`src/rtl/mem_port_arbiter.sv`:
```
// mem_port_arbiter
// Shares one memory port between the instruction-fetch requester (IF) and the
// data-access requester (MA). MA has priority; a starvation counter forces an
// IF grant after STARVE_LIMIT consecutive MA grants made while IF was waiting.
// Each grant latches the owner's command, holds ow_mem_req until iw_mem_ack or
// timeout, then returns a one-cycle ack (with read data) or err to the owner.
module mem_port_arbiter #(
  parameter int ADDR_W       = 24,
  parameter int DATA_W       = 24,
  parameter int STARVE_LIMIT = 3,
  parameter int TIMEOUT_CYC  = 64
) (
  input  logic              iw_clk,
  input  logic              iw_rst,
  input  logic              iw_if_req,
  input  logic [ADDR_W-1:0] iw_if_addr,
  output logic              ow_if_ack,
  output logic              ow_if_err,
  output logic [DATA_W-1:0] ow_if_rdata,
  input  logic              iw_ma_req,
  input  logic              iw_ma_we,
  input  logic [ADDR_W-1:0] iw_ma_addr,
  input  logic [DATA_W-1:0] iw_ma_wdata,
  output logic              ow_ma_ack,
  output logic              ow_ma_err,
  output logic [DATA_W-1:0] ow_ma_rdata,
  output logic              ow_mem_req,
  output logic              ow_mem_we,
  output logic [ADDR_W-1:0] ow_mem_addr,
  output logic [DATA_W-1:0] ow_mem_wdata,
  input  logic              iw_mem_ack,
  input  logic [DATA_W-1:0] iw_mem_rdata,
  output logic              ow_busy
);

  localparam logic [1:0] IDLE   = 2'd0;
  localparam logic [1:0] GNT_IF = 2'd1;
  localparam logic [1:0] GNT_MA = 2'd2;

  localparam int SC_W = $clog2(STARVE_LIMIT + 1);
  localparam int TO_W = (TIMEOUT_CYC > 2) ? $clog2(TIMEOUT_CYC) : 1;
  localparam logic [SC_W-1:0] STARVE_MAX = SC_W'(STARVE_LIMIT);
  localparam logic [TO_W-1:0] TO_LAST    = TO_W'((TIMEOUT_CYC > 0) ? TIMEOUT_CYC - 1 : 0);
  localparam bit              TO_EN      = (TIMEOUT_CYC > 0);

  logic [1:0]      state;
  logic [SC_W-1:0] starve_cnt;
  logic [TO_W-1:0] to_cnt;

  logic if_elig;
  logic ma_elig;
  logic pick_ma;
  logic pick_if;
  logic timeout_hit;

  // Arbitration: a requester whose ack/err pulse is still showing is not
  // eligible, so a requester finishing this cycle cannot be re-granted at once.
  always_comb begin
    if_elig     = iw_if_req && !ow_if_ack && !ow_if_err;
    ma_elig     = iw_ma_req && !ow_ma_ack && !ow_ma_err;
    pick_ma     = ma_elig && (!if_elig || (starve_cnt != STARVE_MAX));
    pick_if     = if_elig && !pick_ma;
    timeout_hit = TO_EN && (to_cnt == TO_LAST);
  end

  assign ow_busy = (state != IDLE);

  // Grant FSM, command latch, memory handshake and owner responses.
  // NOTE: every register here uses non-blocking assignment so all of them update
  // from the same pre-edge values; reset clears all state since there is no memory array.
  always_ff @(posedge iw_clk or posedge iw_rst) begin
    if (iw_rst) begin
      state        <= IDLE;
      starve_cnt   <= '0;
      to_cnt       <= '0;
      ow_if_ack    <= 1'b0;
      ow_if_err    <= 1'b0;
      ow_if_rdata  <= '0;
      ow_ma_ack    <= 1'b0;
      ow_ma_err    <= 1'b0;
      ow_ma_rdata  <= '0;
      ow_mem_req   <= 1'b0;
      ow_mem_we    <= 1'b0;
      ow_mem_addr  <= '0;
      ow_mem_wdata <= '0;
    end else begin
      // Response strobes are single-cycle pulses unless re-raised below.
      ow_if_ack <= 1'b0;
      ow_if_err <= 1'b0;
      ow_ma_ack <= 1'b0;
      ow_ma_err <= 1'b0;

      case (state)
        IDLE: begin
          if (pick_ma) begin
            state        <= GNT_MA;
            ow_mem_req   <= 1'b1;
            ow_mem_we    <= iw_ma_we;
            ow_mem_addr  <= iw_ma_addr;
            ow_mem_wdata <= iw_ma_wdata;
            to_cnt       <= '0;
            if (iw_if_req && (starve_cnt != STARVE_MAX))
              starve_cnt <= starve_cnt + 1'b1;
          end else if (pick_if) begin
            state        <= GNT_IF;
            ow_mem_req   <= 1'b1;
            ow_mem_we    <= 1'b0;
            ow_mem_addr  <= iw_if_addr;
            ow_mem_wdata <= '0;
            to_cnt       <= '0;
            starve_cnt   <= '0;
          end
        end

        GNT_IF, GNT_MA: begin
          // Ack takes precedence over a timeout landing in the same cycle.
          if (iw_mem_ack) begin
            state      <= IDLE;
            ow_mem_req <= 1'b0;
            if (state == GNT_IF) begin
              ow_if_ack   <= 1'b1;
              ow_if_rdata <= iw_mem_rdata;
            end else begin
              ow_ma_ack <= 1'b1;
              if (!ow_mem_we)
                ow_ma_rdata <= iw_mem_rdata;
            end
          end else if (timeout_hit) begin
            state      <= IDLE;
            ow_mem_req <= 1'b0;
            if (state == GNT_IF)
              ow_if_err <= 1'b1;
            else
              ow_ma_err <= 1'b1;
          end else begin
            to_cnt <= to_cnt + 1'b1;
          end
        end

        default: state <= IDLE;
      endcase
    end
  end

endmodule
```
`config.mk`:
```
export PLATFORM = sky130hd
export DESIGN_NAME = mem_port_arbiter
export DESIGN_NICKNAME = d
export VERILOG_FILES = /design/src/rtl/mem_port_arbiter.sv
export SDC_FILE = /design/constraint.sdc
export NUM_CORES = 1
export LEC_CHECK = 0
export ABC_AREA = 1
export ABC_CLOCK_PERIOD_IN_PS = 4800
export BUFFER_PORTS_ARGS = -buffer_cell sky130_fd_sc_hd__buf_2
export CAP_MARGIN = 40
export CORE_ASPECT_RATIO = 0.9
export CORE_MARGIN = 3
export CORE_UTILIZATION = 45
export DETAILED_ROUTE_END_ITERATION = 6
export PLACE_DENSITY = 0.76
export RECOVER_POWER = 100
export SETUP_SLACK_MARGIN = 0.5
export SLEW_MARGIN = 20
export SYNTH_ARGS = -nofsm -noshare
export SYNTH_HDL_FRONTEND = slang
export SYNTH_SLANG_ARGS = --single-unit
```
`constraint.sdc`:
```
create_clock -name iw_clk -period 4.8 [get_ports iw_clk]
set_input_delay 0.72 -clock iw_clk [delete_from_list [all_inputs] [get_ports iw_clk]]
set_output_delay 0.72 -clock iw_clk [all_outputs]
set_load 0.01 [all_outputs]
```
==> flow_summary_export.csv <==
group,metric,value,unit
critical_path,crit_fanout,50,
final_layout,n_fill_cell,1002,
run_status,status,"finished, violations left",
synthesis,synth.yosys.seq_area_share,55.82,%
timing,whs,0.4183,ns
pwr,p_leak,3.390,nW
detailed_routing,drc,0,
cts,clk_latency,0.34,ns
critical_path,cp-startpoint,"state[0]",
synthesis,synthDistinctLibCells,27,
global_routing,antenna_found_initial,0,
final_layout,num_antenna_cells,0,
synthesis,syn_inst,595,
cts,ctsLongestPathBuffers,2,
die,core-area,10550,sq um
timing,grt_setup_unrepaired,"no",
synthesis,syn-num-nets,702,
detailed_routing,drtPass1Iterations,5,
die,start_util,47.58,%
timing,drv_slew,150,
global_routing,overflow,0,
die,rows,35,
final_layout,multi_input_area,1683,sq um
global_routing,grt_pass1_wl,20.54,mm
cts,cts_tree,"yes",
pwr,p_per_area,622.3,nW/um^2
die,die_x,117.3,um
cts,cts-htree-levels,3,
detailed_routing,wl_per_cell,13.19,um
timing,fin_tns_setup,0,ns
timing,setup_viol,0,
die,dieHeight,106.2,um
critical_path,crit_arrival,3.39,ns
run_status,violations,"max-capacitance violations, max-slew violations",
timing,fmax,316.2,MHz
die,io_pins,205,
critical_path,cp-end-kind,"flip-flop",
pwr,peakVddDrop,0.0002784,V
min_path,min_path_type,"primary input to asynchronous set/reset pin",
synthesis,synthesis.area,5021,sq um
final_layout,synthToLayoutAreaGrowth,23.42,%
critical_path,path_class,"flip-flop to flip-flop",
cts,holdBufCountCts,0,
final_layout,ff_latch_area,2803,sq um
detailed_routing,antenna_left,0,
critical_path,critPathLaunchType,"flip-flop",
cts,cts_resized,0,
timing,period_minus_slack,3.162,ns
timing,fin_crit_sh,65.88,%
critical_path,crit-reg2reg-launch,"state[0]",
detailed_routing,routed_via_density,4.753,
synthesis,ys_ff_latch,112,
placement,hpwlAfterDp,9.241,mm
critical_path,required,5.03,ns
die,dieArea,12460,sq um
cts,clockRootBuffer,"clkbuf_16",
job,drv_cap,3,
detailed_routing,routed-via-count,4463,
cts,numCtsBuffers,9,
timing,finClkSkew,0.007775,ns
final_layout,drive_gt1_share,16.06,%
final_layout,nets,894,
global_routing,grt_pass1_vias,4238,
global_routing,grtUsageTotal,19.92,%
cts,cts_sinks,112,
cts,post_cts_buffers,0,
placement,port-buffer-count,204,
cts,clk_pin_slew_worst_paths,0.08,ns
timing,hold_violations,0,
timing,relSlewSlack,-18.35,%
timing,max_slew.worst_pin.slew,1.775,ns
synthesis,avgSynthCellArea,8.439,sq um
placement,routabilityCongestion,0.8156,
detailed_routing,wl,12.39,mm
global_routing,grt_max_degree,72,
synthesis,yosys_warnings,0,
detailed_routing,drt_iter0_markers,237,
state kept, by name (all words and copies together) (netlist names):
name	cells
ow_if_rdata	24
ow_ma_ack	1
to_cnt	6
ow_if_ack	1
ow_mem_we	1
starve_cnt	2
ow_mem_req	1
ow_mem_wdata	24
ow_if_err	1
ow_ma_rdata	24
ow_mem_addr	24
ow_ma_err	1
state	2
through the flow:
stage	util (%)	power (mW)	worst slack, ns	instance area, sq um	std cells
2_1_floorplan	-	2.629	1.121	5021	595
3_3_place_gp	57.25	3.145	2.743	6042	922
3_5_place_dp	57.25	3.213	2.674	6042	922
4_1_cts	60.36	4.043	2.447	6370	937
5_1_grt	58.72	4.191	1.249	6197	939
6_report	58.72	3.856	1.638	6197	939
layout by cell type (no fill, tap or decap), types with 2 or more instances in the layout:
cell type	n
clkbuf_16	9
o21ai_0	73
o21ai_1	2
inv_6	2
nor2_2	2
nor2_1	13
nand2_1	244
nand3_1	36
inv_1	68
nand4_1	2
nand2_2	3
bufinv_16	2
buf_2	101
ha_1	5
dfrtp_1	112
clkbuf_1	105
cells by family (layout without fill, tap and decap cells):
kind of cell,after synthesis,in the layout,synth area share [%]
compound gates,77,77,7.999
xor+xnor,1,1,0.1745
fa+ha+maj,5,5,1.246
buf+inv,97,293,9.270
flops,112,112,55.82
simple gates,303,303,25.49
worst max-delay path, stage by stage, from the launching register on:
cell	delay [ns]
dfrtp_1	0.40
inv_1	0.06
ha_1	0.31
nand2_1	1.17
inv_1	0.79
nand2_1	0.25
nand2_1	0.07
metal layers:
layer  wire, um  GRT usage, %
met5          0             0
met4        100         4.606
met3       1351         8.564
met2       5715         31.06
met1       5222         25.99
synth_stat cells, drive strengths merged:
| library cell | number | area (sq um) |
|---|---|---|
| nand3 | 37 | 207.7 |
| inv | 70 | 262.8 |
| o21ai | 75 | 390.4 |
| nor4 | 1 | 6.260 |
| nand4 | 2 | 27.53 |
| o22ai | 1 | 6.260 |
| a21oi | 1 | 5.000 |
| nand2 | 247 | 954.7 |
| dfrtp | 112 | 2803 |
| ha | 5 | 62.56 |
| nor2 | 16 | 83.83 |
| clkbuf | 5 | 18.77 |
| xnor2 | 1 | 8.760 |
| buf | 22 | 183.9 |
worst paths after layout:
check	to	slack (ns)	cells past startpoint
worst max register to register	ow_mem_addr[1]	1.64	6
max in group asynchronous	ow_mem_wdata[5]	3.10	4
worst min-delay path	ow_if_rdata[0]	0.42	2
min in group iw_clk	ow_mem_req	0.48	2
worst min register to register	ow_mem_req	0.48	2
worst max-delay path	ow_mem_addr[1]	1.64	6
cell type report:
cell class	count	area share, %
inverter	70	4.260
sequential	112	45.23
timing repair buffer	208	15.08
tap	148	2.988
clock buffer	9	3.634
clock inverter	6	1.656
multi-input combinational	386	27.16
power by group:
part | switching, mW | internal (mW)
clock network | 0.349 | 0.464
registers | 0.237 | 1.35
logic | 0.986 | 0.475
total | 1.57 | 2.29
Note: power is estimated with default switching activity, not from simulation.
